File: src/rtl/filter_sequencer.sv
// Filter-select sequencer: commits filter_num/freq_flag only between video frames,
// taking requests from a debounced push-button or an auto-cycle frame counter.
module filter_sequencer #(
   parameter int unsigned DEBOUNCE_CYCLES = 50000,
   parameter int unsigned AUTO_FRAMES     = 60,
   parameter int unsigned NUM_FILTERS     = 4
) (
   input  logic       clk,
   input  logic       reset,
   input  logic       btn_n,
   input  logic       auto_mode,
   input  logic [1:0] freq_flag_in,
   input  logic       mon_valid,
   input  logic       mon_ready,
   input  logic       mon_sop,
   input  logic       mon_eop,
   output logic [1:0] filter_num,
   output logic [1:0] freq_flag,
   output logic       frame_done,
   output logic       pending
);

   localparam int unsigned DB_W = (DEBOUNCE_CYCLES > 1) ? $clog2(DEBOUNCE_CYCLES) : 1;
   localparam int unsigned FC_W = (AUTO_FRAMES > 1) ? $clog2(AUTO_FRAMES) : 1;
   localparam logic [DB_W-1:0] DB_LAST  = DB_W'(DEBOUNCE_CYCLES - 1);
   localparam logic [FC_W-1:0] FC_LAST  = FC_W'(AUTO_FRAMES - 1);
   localparam logic [1:0]      REQ_LAST = 2'(NUM_FILTERS - 1);

   localparam logic [0:0] GAP      = 1'b0;
   localparam logic [0:0] IN_FRAME = 1'b1;

   logic            btn_meta;
   logic            btn_sync;
   logic            btn_stable;
   logic [DB_W-1:0] db_cnt;
   logic [FC_W-1:0] frame_cnt;
   logic [1:0]      req_filter;
   logic [1:0]      req_freq;
   logic [0:0]      state;
   logic            beat;
   logic            press;
   logic            tick;
   logic            sop_start;

   always_comb begin
      beat      = mon_valid & mon_ready;
      sop_start = beat & mon_sop & ~mon_eop;
      press     = (btn_sync != btn_stable) && (db_cnt == DB_LAST) && !btn_sync;
      tick      = auto_mode && beat && mon_eop && (frame_cnt == FC_LAST);
   end

   // Synchroniser and debouncer; idle (released) level is high.
   always_ff @(posedge clk or negedge reset) begin
      if (!reset) begin
         btn_meta   <= 1'b1;
         btn_sync   <= 1'b1;
         btn_stable <= 1'b1;
         db_cnt     <= '0;
      end else begin
         btn_meta <= btn_n;
         btn_sync <= btn_meta;
         if (btn_sync == btn_stable) begin
            db_cnt <= '0;
         end else if (db_cnt == DB_LAST) begin
            btn_stable <= btn_sync;
            db_cnt     <= '0;
         end else begin
            db_cnt <= db_cnt + 1'b1;
         end
      end
   end

   always_ff @(posedge clk or negedge reset) begin
      if (!reset) begin
         frame_cnt  <= '0;
         req_filter <= '0;
         req_freq   <= '0;
      end else begin
         req_freq <= freq_flag_in;
         if (!auto_mode) begin
            frame_cnt <= '0;
         end else if (beat && mon_eop) begin
            frame_cnt <= (frame_cnt == FC_LAST) ? '0 : frame_cnt + 1'b1;
         end
         if (press || tick) begin
            req_filter <= (req_filter == REQ_LAST) ? '0 : req_filter + 2'd1;
         end
      end
   end

   // The sop edge itself holds the outputs, so the value the sop beat saw
   // is the value kept for the whole packet.
   always_ff @(posedge clk or negedge reset) begin
      if (!reset) begin
         state      <= GAP;
         filter_num <= '0;
         freq_flag  <= '0;
         frame_done <= 1'b0;
         pending    <= 1'b0;
      end else begin
         frame_done <= beat & mon_eop;
         pending    <= (req_filter != filter_num) | (req_freq != freq_flag);
         if (state == GAP) begin
            if (sop_start) begin
               state <= IN_FRAME;
            end else begin
               filter_num <= req_filter;
               freq_flag  <= req_freq;
            end
         end else if (beat && mon_eop) begin
            state <= GAP;
         end
      end
   end

endmodule

File: config.mk
export PLATFORM = sky130hd
export DESIGN_NAME = filter_sequencer
export DESIGN_NICKNAME = d
export VERILOG_FILES = /design/src/rtl/filter_sequencer.sv
export SDC_FILE = /design/constraint.sdc
export NUM_CORES = 1
export LEC_CHECK = 0
export CORE_ASPECT_RATIO = 1.5
export CORE_MARGIN = 2
export CORE_UTILIZATION = 42
export CTS_CLUSTER_DIAMETER = 40
export DETAILED_ROUTE_END_ITERATION = 6
export SLEW_MARGIN = 20
export SYNTH_ARGS = -nofsm -noshare
export SYNTH_HDL_FRONTEND = slang
export SYNTH_SLANG_ARGS = --single-unit
File: constraint.sdc
create_clock -name clk -period 3.8 [get_ports clk]
set_input_delay 0.76 -clock clk [delete_from_list [all_inputs] [get_ports clk]]
set_output_delay 0.76 -clock clk [all_outputs]
set_load 0.05 [all_outputs]
==> run_results.csv <==
group,metric,value,unit
timing,slew_violations,0,
power_and_ir_drop,power.density,372,mW/mm²
power_and_ir_drop,power_switching,0.000187,W
clock_network,numCtsBuffers,5,
power_and_ir_drop,power.leakage,0.820,nW
floorplanning,core.rowCount,28,
floorplanning,initial_core_util,0.439,
timing,slew_headroom,0.629,
yosys,syn_nets,169,
final_layout,layout-drive-gt1-share,0.124,
yosys,syn_area,0.00172,mm²
power_and_ir_drop,swShare,0.251,
power_and_ir_drop,clockPowerShare,0.345,
floorplanning,die_area,0.00464,mm²
global_routing,antenna_found_initial,0,
timing,tns,0,ns
yosys,post_synth_num_cell_types,38,
global_routing,use_met3,0.0421,
job,drv_cap,0,
routing,wirelength,3.12,mm
global_routing,grt.met1_usage,0.178,
clock_network,postCtsSetupBuffers,0,
final_layout,antenna_cells,0,
final_layout,final_net_count,190,
clock_network,ctsRootBufferMaster,"clkbuf_8",
critical_path,crit_start,"filter_num[0]$_DFFE_PN0P_",
global_routing,grt_most_used_layer,"met2",
critical_path,path_buf_inv,1,
routing,drtPass1Iterations,4,
power_and_ir_drop,vdd_drop_max,0.241,mV
routing,post_drt_wl_per_cell,14.0,µm
critical_path,cp.arrival,1.50,ns
critical_path,r2r-start,"db_cnt[0]$_DFF_PN0_",
clock_network,cts-resized-gates,0,
timing,finalHoldViolCount,0,
timing,worstMarginPinSlew,0.549,ns
clock_network,clk-insertion-delay-late,0.28,ns
clock_network,cts_tree,"yes",
floorplanning,io_pins,16,
hold_path,hold_class,"register to register",
global_routing,grt_pass1_vias,1234,
timing,finalCritPeriodShare,0.594,
placement,dp_hpwl,2.26,mm
final_layout,fill_cells,379,
timing,max_freq,0.443,GHz
clock_network,hold_buffers,0,
yosys,netlist_instances,156,
critical_path,reg2reg_slack,2.02,ns
routing,first_iter_violations,22,
critical_path,path_max_fanout,3,
timing,finalSetupViolCount,0,
global_routing,grt_max_degree,37,
routing,vias,1211,
critical_path,path_delay_family,"buffers and inverters",
power_and_ir_drop,pwr-share-comb,0.110,
floorplanning,dieHeight,82.4,µm
timing,rsz0062_at_grt,"false",
critical_path,cp_cell_sequence,"clkdlybuf4s50_1",
critical_path,end_kind,"output port",
clock_network,htreeDepth,2,
routing,drc_errors,0,
routing,via_per_inst,5.43,
global_routing,grt_overflow,0,
clock_network,clockBufferDepth,2,
floorplanning,core_region_area,0.00392,mm²
critical_path,cp_slowest_cell,"clkdlybuf4s50_1",
placement,place.gp.congestion,0.887,
yosys,seq_area_frac_synth,0.525,
hold_path,min_from,"btn_meta$_DFF_PN1_",
critical_path,critical_path_class,"register to output port",
final_layout,fin_util,0.511,
floorplanning,dieWidth,56.3,µm
power_and_ir_drop,seq_power_share,0.545,
routing,ant_nets,0,
global_routing,grt_usage,0.157,
final_layout,area_delta_synth_final,16.4,%
outcome,outcome,"complete, no violations",
timing,fin_hold_ws,0.356,ns
critical_path,required,3.04,ns
placement,io_buffers,15,
yosys,synth_seq_cells,36,
yosys,yosys_warnings,0,
global_routing,grt_pass1_wl,5.57,mm
timing,final.min_clock_period,2.26,ns
clock_network,path_clk_slew,0.07,ns
critical_path,max_stage_delay,0.82,ns
critical_path,critical_path.startpoint_type,"register",
global_routing,use_met2,0.274,
power_and_ir_drop,p_int,0.000559,W
timing,fin_worst_skew,0.00664,ns
clock_network,numClockSinks,36,
yosys,syn_area_per_cell,11.0,µm²
==> layer usage <==
metal / vias to the layer above / part of all wire
li1: 589 / -
met1: 595 / 0.41
met2: 22 / 0.53
met3: 5 / 0.038
met4: 0 / 0.016
met5: - / 0
==> layout by cell type, fill, tap and decap left out, types with 2 or more instances in the layout <==
| master | instances |
|---|---|
| nor4bb_1 | 2 |
| clkbuf_1 | 2 |
| mux2_1 | 2 |
| nor4_1 | 5 |
| xor2_1 | 3 |
| and3_1 | 2 |
| clkdlybuf4s50_1 | 15 |
| nand4_1 | 6 |
| nor2_1 | 21 |
| dfstp_2 | 3 |
| nand3_1 | 5 |
| clkbuf_8 | 5 |
| mux2_2 | 5 |
| ha_1 | 3 |
| dfrtp_1 | 33 |
| inv_1 | 5 |
| a21oi_1 | 3 |
| xnor2_1 | 15 |
| nand2_1 | 15 |
| nor3_1 | 4 |
| o21ai_0 | 4 |
==> sequential cells by signal, indices dropped and copies added, names as in the netlist <==
| register | cells |
|---|---|
| btn_stable | 1 |
| freq_flag | 2 |
| req_filter | 2 |
| frame_done | 1 |
| filter_num | 2 |
| pending | 1 |
| state | 1 |
| db_cnt | 16 |
| btn_meta | 1 |
| frame_cnt | 6 |
| btn_sync | 1 |
| req_freq | 2 |
==> power by group through the flow <==
stage | Sequential, W | Combinational (W) | Clock, W
detailed placement | 0.000414 | 0.0000834 | 0
finish | 0.000407 | 0.0000820 | 0.000257
CTS | 0.000407 | 0.0000837 | 0.000266
global route | 0.000409 | 0.0000887 | 0.000284
floorplan | 0.000435 | 0.0000243 | 0
global placement | 0.000414 | 0.0000820 | 0
==> cell usage after synthesis <==
library cell / number / area [µm²]
nor2_1: 21 / 78.8
nor4_1: 5 / 31.3
or2_0: 1 / 6.26
nand2_1: 15 / 56.3
nor4b_2: 1 / 15.0
o211ai_1: 1 / 7.51
and4b_1: 1 / 10.0
nand4_4: 1 / 21.3
buf_4: 1 / 7.51
a41oi_1: 1 / 8.76
inv_1: 5 / 18.8
a21oi_1: 3 / 15.0
or3_4: 1 / 11.3
mux2_2: 5 / 56.3
mux2_1: 2 / 22.5
and4_1: 1 / 8.76
nand2b_1: 1 / 6.26
o21ai_0: 4 / 20.0
nor4bb_1: 2 / 20.0
nand3_1: 5 / 25.0
ha_1: 3 / 37.5
xor2_1: 3 / 26.3
a31oi_1: 1 / 6.26
dfstp_2: 3 / 78.8
nor4b_1: 1 / 8.76
o32ai_4: 1 / 27.5
and3_1: 2 / 12.5
a311oi_1: 1 / 8.76
or3b_2: 1 / 8.76
nand4_1: 6 / 37.5
xnor2_1: 15 / 131
a21oi_2: 1 / 8.76
nand3_4: 1 / 17.5
nand3b_1: 1 / 7.51
nor3_1: 4 / 20.0
dfrtp_1: 33 / 826
clkbuf_2: 1 / 5.00
or3_1: 1 / 6.26
==> final cells by class <==
cell class,count,area (µm²),share of cell area
Clock buffer,7,76.3,0.0381
Clock inverter,1,5.00,0.00250
Inverter,5,18.8,0.00936
Multi-Input combinational cell,113,786,0.392
Sequential cell,36,905,0.451
Tap cell,45,56.3,0.0281
Timing Repair Buffer,16,158,0.0787
==> metrics by stage <==
step / total power, W / setup WS, ns / cell area (µm²) / std cells
2_1_floorplan: 0.000460 / 2.10 / 1720 / 156
3_3_place_gp: 0.000496 / 1.49 / 1920 / 215
3_5_place_dp: 0.000498 / 1.41 / 1920 / 215
4_1_cts: 0.000756 / 1.53 / 2000 / 223
5_1_grt: 0.000782 / 1.50 / 2000 / 223
6_report: 0.000746 / 1.54 / 2000 / 223
==> final timing paths <==
check,cells past startpoint,endpoint
worst min-delay path,0,btn_sync$_DFF_PN1_
max in group asynchronous,2,btn_meta$_DFF_PN1_
worst max-delay path,1,filter_num[0]
min in group asynchronous,2,pending$_DFF_PN0_
worst min register to register,0,btn_sync$_DFF_PN1_
worst max register to register,5,db_cnt[13]$_DFF_PN0_
==> cells by family (layout without fill, tap and decap cells) <==
group	count (synthesis)	in the layout	synth area share
adder cells (fa/ha/maj)	3	3	0.0218
buffers and inverters	7	29	0.0182
flip-flops	36	36	0.525
AND/OR/NAND/NOR	72	72	0.238
AO/OA/AOI/OAI	13	13	0.0596
multiplexers	7	7	0.0458
XOR/XNOR	18	18	0.0916
Note: power is estimated with default switching activity, not from simulation.
